`src/rtl/alu_seq_pkg.sv`:
```
// Shared funct codes, FSM state encoding and operand-selection helpers for alu_sequencer.
package alu_seq_pkg;

   localparam int unsigned FW   = 6;
   localparam int unsigned IMMW = 16;
   localparam int unsigned SHW  = 5;

   localparam logic [FW-1:0] FN_SLL   = 6'b000000;
   localparam logic [FW-1:0] FN_SRL   = 6'b000010;
   localparam logic [FW-1:0] FN_SRA   = 6'b000011;
   localparam logic [FW-1:0] FN_SLLV  = 6'b000100;
   localparam logic [FW-1:0] FN_SRLV  = 6'b000110;
   localparam logic [FW-1:0] FN_SRAV  = 6'b000111;
   localparam logic [FW-1:0] FN_ADDI  = 6'b001000;
   localparam logic [FW-1:0] FN_ADDIU = 6'b001001;
   localparam logic [FW-1:0] FN_ANDI  = 6'b001100;
   localparam logic [FW-1:0] FN_ORI   = 6'b001101;
   localparam logic [FW-1:0] FN_XORI  = 6'b001110;
   localparam logic [FW-1:0] FN_MULT  = 6'b011000;
   localparam logic [FW-1:0] FN_MULTU = 6'b011001;
   localparam logic [FW-1:0] FN_DIV   = 6'b011010;
   localparam logic [FW-1:0] FN_DIVU  = 6'b011011;
   localparam logic [FW-1:0] FN_ADD   = 6'b100000;
   localparam logic [FW-1:0] FN_ADDU  = 6'b100001;
   localparam logic [FW-1:0] FN_SUB   = 6'b100010;
   localparam logic [FW-1:0] FN_SUBU  = 6'b100011;
   localparam logic [FW-1:0] FN_AND   = 6'b100100;
   localparam logic [FW-1:0] FN_OR    = 6'b100101;
   localparam logic [FW-1:0] FN_XOR   = 6'b100110;
   localparam logic [FW-1:0] FN_NOR   = 6'b100111;

   typedef enum logic [2:0] {
      ST_IDLE  = 3'd0,
      ST_RD_RS = 3'd1,
      ST_RD_RT = 3'd2,
      ST_EXEC  = 3'd3,
      ST_WAIT  = 3'd4,
      ST_WB    = 3'd5
   } state_t;

   typedef enum logic [1:0] {
      EXT_REG   = 2'd0,
      EXT_SIMM  = 2'd1,
      EXT_ZIMM  = 2'd2,
      EXT_SHAMT = 2'd3
   } ext_kind_t;

   // Decoded op fields held for the duration of one instruction
   typedef struct packed {
      logic [FW-1:0]   funct;
      logic [IMMW-1:0] imm;
      logic [SHW-1:0]  shamt;
      logic            use_imm;
   } op_t;

   function automatic logic is_supported(input logic [FW-1:0] f);
      case (f)
         FN_ADD, FN_ADDU, FN_ADDI, FN_ADDIU, FN_AND, FN_ANDI, FN_DIV, FN_DIVU,
         FN_MULT, FN_MULTU, FN_NOR, FN_OR, FN_ORI, FN_SLL, FN_SLLV, FN_SRA,
         FN_SRAV, FN_SRL, FN_SRLV, FN_SUB, FN_SUBU, FN_XOR, FN_XORI: return 1'b1;
         default: return 1'b0;
      endcase
   endfunction

   function automatic logic is_hilo(input logic [FW-1:0] f);
      return (f == FN_MULT) || (f == FN_MULTU) || (f == FN_DIV) || (f == FN_DIVU);
   endfunction

   function automatic ext_kind_t ext_kind(input logic [FW-1:0] f, input logic use_imm);
      if (!use_imm)                                       return EXT_REG;
      if ((f == FN_ADDI) || (f == FN_ADDIU))              return EXT_SIMM;
      if ((f == FN_ANDI) || (f == FN_ORI) || (f == FN_XORI)) return EXT_ZIMM;
      if ((f == FN_SLL) || (f == FN_SRA) || (f == FN_SRL))   return EXT_SHAMT;
      return EXT_REG;
   endfunction

endpackage

```
`src/rtl/alu_operand_ext.sv`:
```
// Combinational B-operand select: register value, sign/zero-extended immediate, or shift amount.
module alu_operand_ext
   import alu_seq_pkg::*;
#(
   parameter int unsigned DW = 32
) (
   input  ext_kind_t       kind,
   input  logic [IMMW-1:0] imm,
   input  logic [SHW-1:0]  shamt,
   input  logic            rt_zero,
   input  logic [DW-1:0]   rdata,
   output logic [DW-1:0]   operand_c
);

   always_comb begin
      operand_c = '0;
      case (kind)
         EXT_SIMM:  operand_c = DW'($signed(imm));
         EXT_ZIMM:  operand_c = DW'(imm);
         EXT_SHAMT: operand_c = DW'(shamt);
         EXT_REG:   operand_c = rt_zero ? '0 : rdata;
         default:   operand_c = '0;
      endcase
   end

endmodule

```
`src/rtl/alu_sequencer.sv`:
```
// Multi-cycle sequencer: issue handshake, two RF reads, ALU launch/wait, writeback or HI/LO update.
// Optional WAIT watchdog enabled by defining ALU_TIMEOUT_EN.
module alu_sequencer
   import alu_seq_pkg::*;
#(
   parameter int unsigned DW             = 32,
   parameter int unsigned RW             = 5,
   parameter int unsigned TIMEOUT_CYCLES = 64
) (
   input  logic            c,
   input  logic            rst,
   input  logic            issue_valid,
   output logic            issue_ready,
   input  logic [FW-1:0]   issue_funct,
   input  logic [RW-1:0]   issue_rs,
   input  logic [RW-1:0]   issue_rt,
   input  logic [RW-1:0]   issue_rd,
   input  logic [IMMW-1:0] issue_imm,
   input  logic [SHW-1:0]  issue_shamt,
   input  logic            issue_use_imm,
   output logic [RW-1:0]   rf_rsel,
   input  logic [DW-1:0]   rf_rdata,
   output logic [RW-1:0]   rf_wsel,
   output logic            rf_wen,
   output logic [DW-1:0]   rf_wdata,
   output logic [FW-1:0]   alu_op,
   output logic [DW-1:0]   alu_a,
   output logic [DW-1:0]   alu_b,
   output logic            alu_start,
   input  logic            alu_done,
   input  logic [DW-1:0]   alu_result,
   input  logic [DW-1:0]   alu_result_hi,
   output logic [DW-1:0]   hi,
   output logic [DW-1:0]   lo,
   output logic            busy,
   output logic            err_illegal,
   output logic            err_timeout
);

   if (TIMEOUT_CYCLES == 0) begin : g_bad_timeout
      $error("TIMEOUT_CYCLES must be nonzero");
   end

   state_t        state, state_nxt;
   op_t           op_q;
   logic [RW-1:0] rs_q, rt_q, rd_q;
   logic [DW-1:0] opa, opb, res_lo, res_hi, b_mux;
   logic          wd_expire;

   alu_operand_ext #(.DW(DW)) u_ext (
      .kind      (ext_kind(op_q.funct, op_q.use_imm)),
      .imm       (op_q.imm),
      .shamt     (op_q.shamt),
      .rt_zero   (rt_q == '0),
      .rdata     (rf_rdata),
      .operand_c (b_mux)
   );

   always_ff @(posedge c) begin
      if (rst) state <= ST_IDLE;
      else     state <= state_nxt;
   end

   always_comb begin
      state_nxt = state;
      case (state)
         ST_IDLE:  if (issue_valid && is_supported(issue_funct)) state_nxt = ST_RD_RS;
         ST_RD_RS: state_nxt = ST_RD_RT;
         ST_RD_RT: state_nxt = ST_EXEC;
         ST_EXEC:  state_nxt = ST_WAIT;
         ST_WAIT: begin
            if (alu_done)       state_nxt = ST_WB;
            else if (wd_expire) state_nxt = ST_IDLE;
         end
         ST_WB:    state_nxt = ST_IDLE;
         default:  state_nxt = ST_IDLE;
      endcase
   end

   always_comb begin
      issue_ready = (state == ST_IDLE);
      busy        = (state != ST_IDLE);
      rf_rsel     = (state == ST_RD_RT) ? rt_q : rs_q;
      alu_start   = (state == ST_EXEC);
      alu_op      = op_q.funct;
      alu_a       = opa;
      alu_b       = (state == ST_EXEC) ? b_mux : opb;
      rf_wsel     = rd_q;
      rf_wdata    = res_lo;
      rf_wen      = (state == ST_WB) && !is_hilo(op_q.funct) && (rd_q != '0);
   end

   // Operand, result and HI/LO capture along the sequence
   always_ff @(posedge c) begin
      if (rst) begin
         op_q        <= '0;
         rs_q        <= '0;
         rt_q        <= '0;
         rd_q        <= '0;
         opa         <= '0;
         opb         <= '0;
         res_lo      <= '0;
         res_hi      <= '0;
         hi          <= '0;
         lo          <= '0;
         err_illegal <= 1'b0;
      end else begin
         err_illegal <= 1'b0;
         if (state == ST_IDLE && issue_valid) begin
            op_q        <= '{funct: issue_funct, imm: issue_imm, shamt: issue_shamt,
                             use_imm: issue_use_imm};
            rs_q        <= issue_rs;
            rt_q        <= issue_rt;
            rd_q        <= issue_rd;
            err_illegal <= !is_supported(issue_funct);
         end
         if (state == ST_RD_RT) opa <= (rs_q == '0) ? '0 : rf_rdata;
         if (state == ST_EXEC)  opb <= b_mux;
         if (state == ST_WAIT && alu_done) begin
            res_lo <= alu_result;
            res_hi <= alu_result_hi;
         end
         if (state == ST_WB && is_hilo(op_q.funct)) begin
            hi <= res_hi;
            lo <= res_lo;
         end
      end
   end

`ifdef ALU_TIMEOUT_EN
   localparam int unsigned CW = $clog2(TIMEOUT_CYCLES + 1);
   logic [CW-1:0] wd_cnt;

   assign wd_expire = (state == ST_WAIT) && (wd_cnt == CW'(TIMEOUT_CYCLES - 1));

   // Counts WAIT cycles; held at zero elsewhere so each WAIT entry starts fresh
   always_ff @(posedge c) begin
      if (rst) begin
         wd_cnt      <= '0;
         err_timeout <= 1'b0;
      end else begin
         err_timeout <= wd_expire && !alu_done;
         wd_cnt      <= (state == ST_WAIT) ? wd_cnt + CW'(1) : '0;
      end
   end
`else
   assign wd_expire   = 1'b0;
   assign err_timeout = 1'b0;
`endif

endmodule

```
`config.mk`:
```
export PLATFORM = sky130hd
export DESIGN_NAME = alu_sequencer
export DESIGN_NICKNAME = d
export VERILOG_FILES = /design/src/rtl/alu_seq_pkg.sv /design/src/rtl/alu_operand_ext.sv /design/src/rtl/alu_sequencer.sv
export SDC_FILE = /design/constraint.sdc
export NUM_CORES = 1
export LEC_CHECK = 0
export ABC_AREA = 1
export CORE_UTILIZATION = 47
export CTS_BUF_LIST = sky130_fd_sc_hd__clkbuf_8
export CTS_CLUSTER_SIZE = 28
export DETAILED_ROUTE_END_ITERATION = 10
export PLACE_DENSITY_LB_ADDON = 0.3
export REMOVE_ABC_BUFFERS = 1
export SYNTH_ARGS = -nofsm -noshare
export SYNTH_HDL_FRONTEND = slang
export SYNTH_SLANG_ARGS = --single-unit
```
`constraint.sdc`:
```
create_clock -name c -period 2.3 [get_ports c]
set_input_delay 0.69 -clock c [delete_from_list [all_inputs] [get_ports c]]
set_output_delay 0.69 -clock c [all_outputs]
set_load 0.03 [all_outputs]
```
Word-level counts from Yosys, hierarchy flattened
Memories as Yosys holds them, arrays and structs flattened. Index checks and enable logic that the tools add are counted.

Multiply operators: 0. Add/sub/neg operators: 0. Bitwise operators: 1. Eq/ne operators: 21. Muxes and demuxes: 28. $lt $le $gt $ge: 0. Reductions and logical operators: 25. Shift operators: 0. Divide/modulo/power cells: 0.

Operator list (number): $pmux 32 s4 (1); $mux 32 (3); $eq 6x4->1 const B (5); $eq 6x5->1 const B (4); $mux 2 (8); $pmux 3 s5 (1); $eq 6x2->1 const B (2); $mux 1 (12); $logic_not 5->1 (2); $logic_or 1x1->1 (8); $eq 3x2->1 const B (2); $eq 3x3->1 const B (2); $logic_and 1x1->1 (6); $logic_not 6->1 (1); $mux 3 (2); $mux 5 (1); $reduce_bool 5->1 (1); $eq 2x2->1 const B (2); $eq 3x1->1 const B (1); $logic_not 3->1 (1); $reduce_bool 3->1 (1); $eq 2x1->1 const B (1); $logic_not 1->1 (2); $logic_not 2->1 (1); other kinds (5) (5).

RAM bits: 0. Memories: 2. Output and inout bits: 182. Latch bits: 0. Logic and storage cells: 92. Register bits: 239. ROM bits: 128. Input port bits: 143.

Memories: (name not given) (words 64, width 1, rd ports 1, clocked after Yosys merged registers in 0, wr ports 0, line alu_seq_pkg.sv:57) `case (f)`; (name not given) (words 64, width 1, rd ports 1, clocked after Yosys merged registers in 0, wr ports 0, line alu_seq_pkg.sv:57).

Longest topological paths before layout
Gate-level depths: netlist (run 1).

Depth in word-level cells: 16. Depth in mapped cells: 11. Gate-level depth less buffers: 10.

Cells and area by module
A second synthesis (run 1) with hierarchy kept.

Cells, all modules: 1189. Area, all modules: 9191.3 um2.

By module, submodules not included: alu_sequencer (area an instance 8669.6 um2, cells each 1072, sequential area each 4784.6 um2, instances 1); alu_operand_ext (area an instance 521.8 um2, cells each 117, sequential area each 0.0 um2, instances 1).

Worst setup path before layout (run 1)
Ideal clock, no wire load.

Kind: flip-flop to output port. Start point: register state[2]. End point: output rf_rsel[0]. Arrival time: 1573 ps. Stages on the path, launching flop included: 6. Setup slack: 37 ps. Buffers on the path: 3. Required time: 1610 ps. Path through: dfxtp_1 > buf_2 > nor3_1 > buf_2 > clkbuf_1 > o21ai_0.

Longest elaborated chain between the ends: 2.

RTL lines: from (decl) (line alu_sequencer.sv:44) `state_t state, state_nxt;`; from (signal assigned) (line alu_sequencer.sv:61) `else state <= state_nxt;`; $eq 3x2->1 (line alu_sequencer.sv:83) `rf_rsel = (state == ST_RD_RT) ? rt_q : rs_q;`; $mux 5 (line alu_sequencer.sv:83); to (decl) (line alu_sequencer.sv:21) `output logic [RW-1:0] rf_rsel,`.

No other way between the ends.

Worst setup path in the final report (run 1)
Start point: register op_q, in the netlist alu_op[4]. End point: output alu_b[18].

Longest elaborated chain between the ends: 14. Elaborated cells between the ends (all ways): 35. Classes of those cells: eq/ne: 10; mux: 18; reduce/logical: 7.

RTL lines: from (decl) (line alu_sequencer.sv:45) `op_t op_q;`; from (signal assigned) (line alu_sequencer.sv:110) `op_q <= '{funct: issue_funct, imm: issue_imm, shamt: issue_shamt,`; $eq 6x2->1 / $logic_not 6->1 (equally long branches) (line alu_seq_pkg.sv:73) `if ((f == FN_SLL) || (f == FN_SRA) || (f == FN_SRL)) return EXT_SHAMT;`; $logic_or 1x1->1 (2 in a row) (line alu_seq_pkg.sv:73); $mux 1 (2 in a row) (line alu_seq_pkg.sv:73); $mux 1 (line alu_seq_pkg.sv:72) `if ((f == FN_ANDI) || (f == FN_ORI) || (f == FN_XORI)) return EXT_ZIMM;`; $mux 1 (line alu_seq_pkg.sv:71) `if ((f == FN_ADDI) || (f == FN_ADDIU)) return EXT_SIMM;`; $mux 2 (line alu_seq_pkg.sv:74) `return EXT_REG;`; $mux 2 (line alu_seq_pkg.sv:73); $mux 2 (*) (line alu_seq_pkg.sv:72); $mux 2 (*) (line alu_seq_pkg.sv:71); $eq 2x2->1, or another cell as far along (line alu_operand_ext.sv:17) `case (kind)`; $pmux 32 s4 (*) (line alu_operand_ext.sv:17); $mux 32 (*); to (decl) (line alu_sequencer.sv:28) `output logic [DW-1:0] alu_b,`.

Mark *: on every way between the ends. The rest lies on a longest branch, timed or not. The select of a mux whose other input is x is not followed.

==> results by group, run 1 <==
Routing
  – Drc violations: 0
  – Detailed Routing Iterations Pass 1: 4
  – Via/cell ratio: 5.18
  – Aggregate routed wire length: 30,000 microns
  – Routed len/inst: 16.2 microns
  – Post-route ant nets: 0
  – Via count: 9,612
  – 1st-iter DRT viols: 409

Clock network
  – # clock sinks: 239
  – Clock slew at reported path FFs: 0.06 ns
  – CTS tree: built
  – Htree depth: 2
  – Clock root cell: clkbuf_8
  – Clk buf depth: 3
  – Skew-Pair Late Insertion Delay: 0.52 ns
  – Number of buffers created by CTS: 40

Global route
  – First-pass GRT wire length: 45,400 microns
  – Number of global-route vias before repair: 9,364
  – Initial antenna violation count: 1
  – Tot GR Track Use: 27.6%
  – GR Overflow Total: 0
  – Largest net degree at the start of global routing: 66

Critical path
  – Req. time, crit path: 1.61 ns
  – Crit-path slowest cell: dfxtp_2
  – CP peak stage delay: 0.34 ns
  – CP Launch Type: flop
  – Worst EP arrival: approximately 2.1 ns
  – CP bufs+invs: 2
  – CP Max Fanout: 16
  – Crit. End Element: output pin
  – Crit-path leading delay family: simple AND/OR/NAND/NOR gates
  – CP cell instances: nor2_4 > nand3_4 > nand2_4 > nand2_8 > nor2_4 > nand2_2 > buf_12 > nand2_1 > nand2_1 > nand2_1 > buf_6
  – Worst path most repeated cell: nand2_1
  – Critical setup path kind: flop to output pin

Placement
  – Inst Count DP: between 1,500 and 2,000
  – Dpl hpwl: 19,500 microns
  – Gpl congestion: 0.849
  – Port bufs: roughly 320

Min path
  – Hold crit path type: flop to flop

Floorplan
  – Die area: 20,800 sq um
  – IO Pins: 325
  – Area of the core: 19,700 sq um
  – Initial Util: 48.3%
  – Die width: about 140 microns
  – Rows: 51
  – Die Ht: 144 microns

STA
  – RSZ-0062 raised after global routing: yes
  – Least-Margin Pin Slew: 0.815 ns
  – Rel. slew slack: 45.7%
  – Final hold vios: 0
  – Tcrit/Tclk final: 123%
  – Endpoints failing setup: 38
  – Smallest hold slack: 0.441 ns
  – Final slew viol count: 0
  – Fin worst setup slack: -0.523 ns
  – Period minus WS final: 2.82 ns
  – Clk_skew: 0.0265 ns
  – Fmax: 0.354 GHz
  – TNS Setup: -15.98 ns

Pwr
  – Combinational share of power: roughly 28%
  – P_leak: between 0.006 and 0.007 uW
  – Flop pwr share: 41.6%
  – Pwr Density: 748 nW/um^2
  – Cell Int Power: 7470 uW
  – Max rail drop VDD: 568 uV
  – Switching pwr: approximately 3500 uW
  – Clk pwr share: between 30% and 40%
  – Switching fraction of total power: 31.8%
  – Total Power: 11,000 uW

Flow run
  – Max-capacitance violation count: 0

Synth
  – Synth warnings: 0
  – Syn avg cell area: around 8 sq um
  – Commonest register cell after synthesis: dfxtp_1
  – Synth cell types: 29
  – Cells after Synth: 1,220
  – Share of flip-flops with an asynchronous set or reset: 0%
  – Seq cells post-synth: 239
  – Post-Syn Area: 9490 sq um
  – Seq/Total Area, Yosys: 50.4%
  – Post-synth EDFFs: 0

Final layout
  – Finished Layout Cells: 1,857
  – Most frequent cells in the layout: 259 x clkdlybuf4s50_1, 232 x dfxtp_1, 211 x a21oi_1
  – Layout cell share with drive strength beyond 1: 19.5%
  – Synth-to-Final Area Change: 54.4%
  – Final core occ: 74.5%
  – Commonest non-fill, non-tap cell in the layout: clkdlybuf4s50_1
  – Post-layout net count: between 1,500 and 2,000
  – Fill cells: between 1,500 and 2,000

Outcome
  – Failing checks: negative setup slack
  – Outcome: finished, violations left
## cell families after synthesis
group           count (synthesis)  synth area share [%]
buf+inv                       215                  9.37
compound gates                404                  21.8
simple gates                  361                  18.3
flops                         239                  50.4
other cells                     1                0.0395
## state kept, by name (all words and copies together) (netlist names), 6 cells and up
register  flops
hi           32
lo           32
rf_wdata     32
op_q         22
res_hi       32
alu_op        6
alu_a        32
opb          32
## cell usage after synthesis, types with 2 or more instances
| master | instances | share of area (%) |
|---|---|---|
| dfxtp_1 | 239 | 50 |
| a21oi_1 | 211 | 11 |
| o21ai_0 | 181 | 9.5 |
| nand2_1 | 179 | 7.1 |
| inv_1 | 107 | 4.2 |
| nand3_1 | 67 | 3.5 |
| clkbuf_1 | 58 | 2.3 |
| buf_2 | 33 | 1.7 |
| nand3b_1 | 32 | 2.5 |
| nor2_1 | 25 | 0.99 |
| nand2_2 | 23 | 1.5 |
| or2_2 | 14 | 0.92 |
| a21oi_2 | 10 | 0.92 |
| buf_4 | 9 | 0.71 |
| nand4_1 | 8 | 0.53 |
| nor2_4 | 4 | 0.47 |
| buf_1 | 3 | 0.12 |
| inv_2 | 3 | 0.12 |
| nor3_1 | 3 | 0.16 |
| nor2_2 | 2 | 0.13 |
## layer usage
| metal | GRT usage [%] | vias up | share of wire, % |
|---|---|---|---|
| met2 | 48.3 | 370 | 49 |
| met5 | 0 | - | 0 |
| met4 | 11.3 | 0 | 2.8 |
| met1 | 30.8 | 4459 | 38 |
| met3 | 9.11 | 59 | 9.9 |
| li1 | - | 4724 | - |
## worst register-to-register path: stages (launching register included)
cell and delay (ns):
dfxtp_2 0.33, buf_4 0.14, nor2_1 0.17, nand2_1 0.11, nor2_4 0.41, buf_12 0.24
o21ai_0 0.12, a21oi_1 0.17
## worst paths after layout
kind,end,startpoint,cells past startpoint,slack (ns)
setup / recovery,alu_b[18],alu_op[4],11,-0.52
hold / removal,hi[17],res_hi[17],2,0.44
setup reg to reg,lo[29],alu_op[5],7,0.53
hold reg to reg,hi[17],res_hi[17],2,0.44
## through the flow
step | cell area (sq um) | setup WS, ns
2_1_floorplan | 9020 | -3.24
3_3_place_gp | 13300 | -0.222
3_5_place_dp | 13300 | -0.222
4_1_cts | 14300 | -0.477
5_1_grt | 14700 | -0.637
6_report | 14700 | -0.523
## power groups by stage
stage	Sequential [uW]	Clock, uW	Combinational, uW
final	4560	3340	3050
after global routing	4580	3610	3260
after CTS	4550	3430	2860
after detailed placement	4630	0	2710
after global placement	4620	0	2680
after floorplan	4870	0	1150
## final cells by class
type	count	area, sq um	share of cell area (%)
clock buffers	44	606	4.13
diodes	1	2.50	0.0171
repair buffers	414	4300	29.4
clock inverters	17	73.8	0.504
inverters	111	422	2.88
multi-input cells	766	4110	28.1
well taps	265	332	2.26
flip-flops and latches	239	4800	32.8
## timing repair
action / 4_1_cts / 5_1_grt
setup endpoints to repair: 53 / 51
resized for setup: 103 / 68
setup buffers: 4 / 9
pin swaps: 5 / 10
hold buffers: 0 / 0
gates cloned: 2 / 2
Power figures use the tool's default switching activity.
==> run 2: changes to the inputs <==
GPL_ROUTABILITY_DRIVEN = 1   (was not set)
==> results of run 2 <==
Same layout as run 1: the final DEF is identical, and so are final timing and power.
